<file path="src/rtl/ext_bus_pkg.sv">
// Shared encodings for the 6502 pin-bus bridge: phase values, request FSM
// states and the uio_oe patterns the core drives for writes and reads.
package ext_bus_pkg;

    localparam logic PH_LO = 1'b1;
    localparam logic PH_HI = 1'b0;

    localparam logic [7:0] DB_OE_WRITE = 8'hFF;
    localparam logic [7:0] DB_OE_READ  = 8'h00;

    typedef enum logic {
        ST_IDLE = 1'b0,
        ST_REQ  = 1'b1
    } req_state_t;

    // True when the core's data-pin direction disagrees with the captured rw.
    function automatic logic oe_mismatch(input logic rw, input logic [7:0] oe);
        return rw ? (oe != DB_OE_READ) : (oe != DB_OE_WRITE);
    endfunction

endpackage

</file>
<file path="src/rtl/ext_bus_bridge_if.sv">
// Flat memory request port: one request at a time, held until mem_ready.
// For reads, mem_rdata is valid in the same cycle as mem_ready.
interface ext_bus_bridge_if;
    import ext_bus_pkg::*;

    logic        mem_req;
    logic        mem_we;
    logic [15:0] mem_addr;
    logic [7:0]  mem_wdata;
    logic        mem_ready;
    logic [7:0]  mem_rdata;

    modport master (
        output mem_req,
        output mem_we,
        output mem_addr,
        output mem_wdata,
        input  mem_ready,
        input  mem_rdata
    );

    modport slave (
        input  mem_req,
        input  mem_we,
        input  mem_addr,
        input  mem_wdata,
        output mem_ready,
        output mem_rdata
    );

endinterface

</file>
<file path="src/rtl/bus_phase_tracker.sv">
// Tracks the LO/HI phase of the core's time-shared pin bus. The reset value
// must match the core's clock-enable reset value so both sides agree.
module bus_phase_tracker
    import ext_bus_pkg::*;
#(
    parameter logic PHASE_INIT = PH_LO
) (
    input  logic clk,
    input  logic rst_n,
    output logic phase
);

    // Phase alternates every clock, starting from PHASE_INIT.
    always_ff @(posedge clk or negedge rst_n) begin
        if (!rst_n) begin
            phase <= PHASE_INIT;
        end else begin
            phase <= ~phase;
        end
    end

endmodule

</file>
<file path="src/rtl/ext_bus_bridge.sv">
// Rebuilds each two-clock 6502 pin-bus cycle into one flat 16-bit memory
// request and returns registered read data to the core's data input.
module ext_bus_bridge
    import ext_bus_pkg::*;
#(
    parameter logic [7:0] IDLE_DATA  = 8'hEA,
    parameter logic       PHASE_INIT = 1'b1
) (
    input  logic             clk,
    input  logic             rst_n,
    input  logic [7:0]       cpu_ab_mux,
    input  logic [7:0]       cpu_db_mux,
    input  logic [7:0]       cpu_db_oe,
    output logic [7:0]       cpu_db_in,
    ext_bus_bridge_if.master mem,
    output logic             phase,
    output logic             overrun,
    output logic             protocol_err
);

    logic        phase_q;
    logic [7:0]  addr_lo;
    logic        rw_q;
    logic        hi_capture;

    req_state_t  state;
    req_state_t  state_next;
    logic        load_req;
    logic        complete;
    logic        drop;

    logic [15:0] addr_q;
    logic        we_q;
    logic [7:0]  wdata_q;
    logic [7:0]  db_in_q;

    bus_phase_tracker #(
        .PHASE_INIT(PHASE_INIT)
    ) u_phase (
        .clk   (clk),
        .rst_n (rst_n),
        .phase (phase_q)
    );

    assign phase      = phase_q;
    assign hi_capture = (phase_q == PH_HI);

    // LO phase: latch the address low byte and the rw bit.
    always_ff @(posedge clk or negedge rst_n) begin
        if (!rst_n) begin
            addr_lo <= '0;
            rw_q    <= 1'b1;
        end else if (phase_q == PH_LO) begin
            addr_lo <= cpu_ab_mux;
            rw_q    <= cpu_db_mux[0];
        end
    end

    // Request FSM state register.
    always_ff @(posedge clk or negedge rst_n) begin
        if (!rst_n) begin
            state <= ST_IDLE;
        end else begin
            state <= state_next;
        end
    end

    // Next state plus load/complete/drop strobes for the datapath.
    always_comb begin
        state_next = state;
        load_req   = 1'b0;
        complete   = 1'b0;
        drop       = 1'b0;
        case (state)
            ST_IDLE: begin
                if (hi_capture) begin
                    load_req   = 1'b1;
                    state_next = ST_REQ;
                end
            end
            ST_REQ: begin
                if (mem.mem_ready) begin
                    complete = 1'b1;
                    if (hi_capture) begin
                        load_req = 1'b1;
                    end else begin
                        state_next = ST_IDLE;
                    end
                end else if (hi_capture) begin
                    drop = 1'b1;
                end
            end
            default: state_next = ST_IDLE;
        endcase
    end

    // Request registers only change on a load, so they stay stable while mem_req is high.
    always_ff @(posedge clk or negedge rst_n) begin
        if (!rst_n) begin
            addr_q  <= '0;
            we_q    <= 1'b0;
            wdata_q <= '0;
        end else if (load_req) begin
            addr_q <= {cpu_ab_mux, addr_lo};
            we_q   <= ~rw_q;
            if (!rw_q) begin
                wdata_q <= cpu_db_mux;
            end
        end
    end

    // Read data returns to the core only when a read is accepted.
    always_ff @(posedge clk or negedge rst_n) begin
        if (!rst_n) begin
            db_in_q <= IDLE_DATA;
        end else if (complete && !we_q) begin
            db_in_q <= mem.mem_rdata;
        end
    end

    // Sticky error flags; cleared only by reset.
    always_ff @(posedge clk or negedge rst_n) begin
        if (!rst_n) begin
            overrun      <= 1'b0;
            protocol_err <= 1'b0;
        end else begin
            if (drop) begin
                overrun <= 1'b1;
            end
            if (hi_capture && oe_mismatch(rw_q, cpu_db_oe)) begin
                protocol_err <= 1'b1;
            end
        end
    end

    assign mem.mem_req   = (state == ST_REQ);
    assign mem.mem_we    = we_q;
    assign mem.mem_addr  = addr_q;
    assign mem.mem_wdata = wdata_q;
    assign cpu_db_in     = db_in_q;

endmodule

</file>
<file path="src/flat_wrapper.sv">
// flat-port wrapper written by rule: the top's interface ports become plain ports
module ext_bus_bridge_flat import ext_bus_pkg::*;
#(
    parameter logic [7:0] IDLE_DATA  = 8'hEA,
    parameter logic       PHASE_INIT = 1'b1
)
  (clk, rst_n, cpu_ab_mux, cpu_db_mux, cpu_db_oe, cpu_db_in, phase, overrun, protocol_err, mem_mem_req, mem_mem_we, mem_mem_addr, mem_mem_wdata, mem_mem_ready, mem_mem_rdata);
  ext_bus_bridge_if mem_i ();
  input  logic clk;
  input  logic rst_n;
  input  logic [7:0] cpu_ab_mux;
  input  logic [7:0] cpu_db_mux;
  input  logic [7:0] cpu_db_oe;
  output logic [7:0] cpu_db_in;
  output logic phase;
  output logic overrun;
  output logic protocol_err;
  output wire logic [$bits(mem_i.mem_req)-1:0] mem_mem_req;
  output wire logic [$bits(mem_i.mem_we)-1:0] mem_mem_we;
  output wire logic [$bits(mem_i.mem_addr)-1:0] mem_mem_addr;
  output wire logic [$bits(mem_i.mem_wdata)-1:0] mem_mem_wdata;
  input wire logic [$bits(mem_i.mem_ready)-1:0] mem_mem_ready;
  input wire logic [$bits(mem_i.mem_rdata)-1:0] mem_mem_rdata;
  assign mem_mem_req = mem_i.mem_req;
  assign mem_mem_we = mem_i.mem_we;
  assign mem_mem_addr = mem_i.mem_addr;
  assign mem_mem_wdata = mem_i.mem_wdata;
  assign mem_i.mem_ready = mem_mem_ready;
  assign mem_i.mem_rdata = mem_mem_rdata;
  ext_bus_bridge #(.IDLE_DATA(IDLE_DATA), .PHASE_INIT(PHASE_INIT)) u_core (.clk(clk), .rst_n(rst_n), .cpu_ab_mux(cpu_ab_mux), .cpu_db_mux(cpu_db_mux), .cpu_db_oe(cpu_db_oe), .cpu_db_in(cpu_db_in), .mem(mem_i), .phase(phase), .overrun(overrun), .protocol_err(protocol_err));
endmodule
</file>
<file path="config.mk">
export PLATFORM = sky130hd
export DESIGN_NAME = ext_bus_bridge_flat
export DESIGN_NICKNAME = d
export VERILOG_FILES = /design/src/rtl/ext_bus_pkg.sv /design/src/rtl/ext_bus_bridge_if.sv /design/src/rtl/bus_phase_tracker.sv /design/src/rtl/ext_bus_bridge.sv /design/src/flat_wrapper.sv
export SDC_FILE = /design/constraint.sdc
export NUM_CORES = 1
export LEC_CHECK = 0
export ABC_AREA = 1
export CORE_MARGIN = 3
export CORE_UTILIZATION = 46
export CTS_CLUSTER_SIZE = 28
export DETAILED_ROUTE_END_ITERATION = 10
export GPL_ROUTABILITY_DRIVEN = 0
export GPL_TIMING_DRIVEN = 0
export PLACE_DENSITY = 0.84
export SLEW_MARGIN = 0
export SYNTH_ARGS = -nofsm -noshare
export SYNTH_HDL_FRONTEND = slang
export SYNTH_SLANG_ARGS = --single-unit
export TNS_END_PERCENT = 100
</file>
<file path="constraint.sdc">
create_clock -name clk -period 3.3 [get_ports clk]
set_clock_uncertainty 0.15 [all_clocks]
set_input_delay 0.66 -clock clk [delete_from_list [all_inputs] [get_ports clk]]
set_output_delay 0.66 -clock clk [all_outputs]
set_load 0.02 [all_outputs]
</file>
==> impl_metrics.yaml <==
synth:
  synth_area_leader_cell: "dfrtp_1"
  ys_types: 18
  synth_top_cell_area_share: 0.539
  synth_fa_ha_area_frac: 0
  synth_area_leaders: "dfrtp_1 54%, nand2_1 15%, dfstp_2 10%"
  synth_cells: 197
  yosys.area_share.simple: 0.210
  ys_seq_elements: 46
  seq_area_frac_synth: 0.641
  syn-num-nets: 232
  synth_xor_area_frac: 0
  synth_top_family_by_area: "simple AND/OR/NAND/NOR gates"
  synth.mux.area_fraction: 0
  synth.avg_cell_area_um2: 9.19
  synth_compound_area_frac: 0.0760
  netlist_area_um2: 1810
  synth_warnings: 0
routing:
  avgRoutedWirePerCell_um: 12.6
  drc: 0
  met2WireLength_mm: 2.03
  drtPass1Iterations: 4
  dr_wl_met3_um: 359
  postRouteAntennaNets: 0
  routed_wl_mm: 4.10
  viasPerCell: 4.72
  wl_met1_mm: 1.69
  top_layer: "met4"
  num_vias: 1535
  dr.first_iter.drc_count: 59
place:
  place_ws_ns: 1.25
  dp_cells: 317
  io_buffers: 71
  dpl.hpwl_mm: 3.14
  place_area_um2: 2600
cells_and_area:
  area_growth_pct: 48.7
  nets: 311
  stdcell_area_um2: 2690
  instances_no_fill: 325
  post-route-util: 0.724
  antennaDiodeCount: 0
  layout-drive-gt1-share: 0.0939
clock_tree:
  hold_buffers: 0
  htreeDepth: 2
  cts_tree: "done"
  cts_root_buf: "clkbuf_8"
  path_clk_slew_ns: 0.08
  cts_buffers: 5
  insertion_delay_ns: 0.29
  ctsResizeCount: 0
  clock_tree.buffer_depth: 2
  cts_setup_buffers: 0
  numClockSinks: 46
grt:
  gr-usage-all-layers: 0.186
  antenna_found_initial: 0
  grt_pass1_vias: 1471
  grt_max_degree: 37
  overflow: 0
  grt_pass1_wl_mm: 6.49
hold_path:
  hold_class: "input port to asynchronous set/reset pin"
critical_path:
  path_cells: "clkdlybuf4s50_1"
  critical-path-top-delay-family: "buffers and inverters"
  start_kind: "register"
  max_stage_delay_ns: 0.60
  critPathBufInv: 1
  cp-end-kind: "output port"
  cp.arrival_ns: 1.45
  critPathRequiredTime_ns: 2.49
  crit_type: "register to output port"
  worstPathMaxFanout: 4
  slowest_stage: "clkdlybuf4s50_1"
timing:
  finalSetupViolations: 0
  rsz0062_at_grt: "no"
  tns_ns: 0
  drv_slew: 0
  relSlewSlack: 0.714
  worst_pin_slew_ns: 0.430
  fin_crit_ns: 2.26
  final.period_utilization: 0.685
  fmax_mhz: 442
  finalHoldViolCount: 0
  layout_setup_ws_ns: 1.04
job:
  max_cap_violations: 0
floorplanning:
  core_region_area_um2: 3720
  dieArea_um2: 4720
  io_pins: 72
  die_x_um: 68.7
  initial_utilization: 0.487
  die_y_um: 68.7
  rows: 22
power_and_ir_drop:
  vdd_ir_drop_max_uv: 316
  pwr-share-seq: 0.513
  power_frac_comb: 0.212
  p_switching_w: 0.000335
  p_leak_nw: 1.31
  power.density_nw_per_um2: 469
  p_clk_frac: 0.275
  power.internal_w: 0.000928
  switching_share: 0.265
status:
  status: "completed"
[flip-flops by register name, summed over array words and instances (netlist names), 8 cells and up]
name,cells
u_core.mem.mem_wdata,8
u_core.cpu_db_in,8
u_core.mem.mem_addr,16
u_core.addr_lo,8
[path summary, 6_finish.rpt]
path,slack (ns),cells past startpoint,to,from
worst min-delay path,0.08,1,u_core.mem.mem_wdata[7],rst_n
worst max register to register,1.83,3,u_core.mem.mem_we,u_core.rw_q
max in group asynchronous,2.40,2,u_core.u_phase.phase,rst_n
min in group clk,0.33,2,u_core.protocol_err,u_core.protocol_err
worst max-delay path,1.04,1,phase,u_core.u_phase.phase
worst min register to register,0.33,2,u_core.protocol_err,u_core.protocol_err
[synthesized netlist by cell type, drive strengths merged]
| cell | instances |
|---|---|
| buf | 5 |
| clkbuf | 1 |
| clkinv | 1 |
| dfrtp | 39 |
| dfstp | 7 |
| inv | 23 |
| nand2 | 76 |
| nand3 | 11 |
| nor2 | 6 |
| nor3 | 1 |
| o21ai | 26 |
| o21bai | 1 |
[cell families (layout without fill, tap and decap cells)]
| logic type | Yosys count | count (layout) |
|---|---|---|
| buffers and inverters | 30 | 110 |
| AO/OA/AOI/OAI | 27 | 27 |
| AND/OR/NAND/NOR | 94 | 94 |
| flip-flops | 46 | 46 |
[power groups by stage]
stage	clock [W]	combinational (W)	sequential, W
6_report	0.000347	0.000268	0.000648
5_1_grt	0.000383	0.000292	0.000654
4_1_cts	0.000354	0.000271	0.000649
3_5_place_dp	0	0.000271	0.000658
3_3_place_gp	0	0.000262	0.000656
2_1_floorplan	0	0.0000498	0.000716
[final cells by class]
cell class,count,area [um^2]
Fill cell,316,1020
Buffer,6,40.0
Inverter,24,92.6
Clock buffer,6,82.6
Timing Repair Buffer,72,726
Sequential cell,46,1160
Clock inverter,2,12.5
Tap cell,48,60.1
Multi-Input combinational cell,121,518
[per-layer routing]
metal | track usage | vias to the layer above
li1 | - | 759
met1 | 0.224 | 726
met2 | 0.319 | 48
met3 | 0.0551 | 2
met4 | 0.0608 | 0
met5 | 0 | -
[cell usage in the layout (no fill, tap or decap)]
cell type,count
o21bai_1,1
o21ai_0,26
clkdlybuf4s50_1,70
clkinv_2,1
clkbuf_8,6
nor3_1,1
nand3_1,11
buf_2,3
buf_1,1
inv_1,21
inv_4,1
clkinvlp_4,1
nand2_4,1
dfrtp_1,39
nand2_1,73
nand2_2,2
buf_6,2
dfstp_2,7
buf_12,1
nor2_1,6
inv_2,1
clkinv_1,1
clkbuf_1,1
[per-stage QoR]
stage | hold WS [ns] | power, W
after floorplan | 0.214 | 0.000766
after global placement | 0.298 | 0.000919
after detailed placement | 0.307 | 0.000930
after CTS | 0.0774 | 0.00127
after global routing | 0.0799 | 0.00133
final | 0.0761 | 0.00126
(Power assumes the default switching activity.)
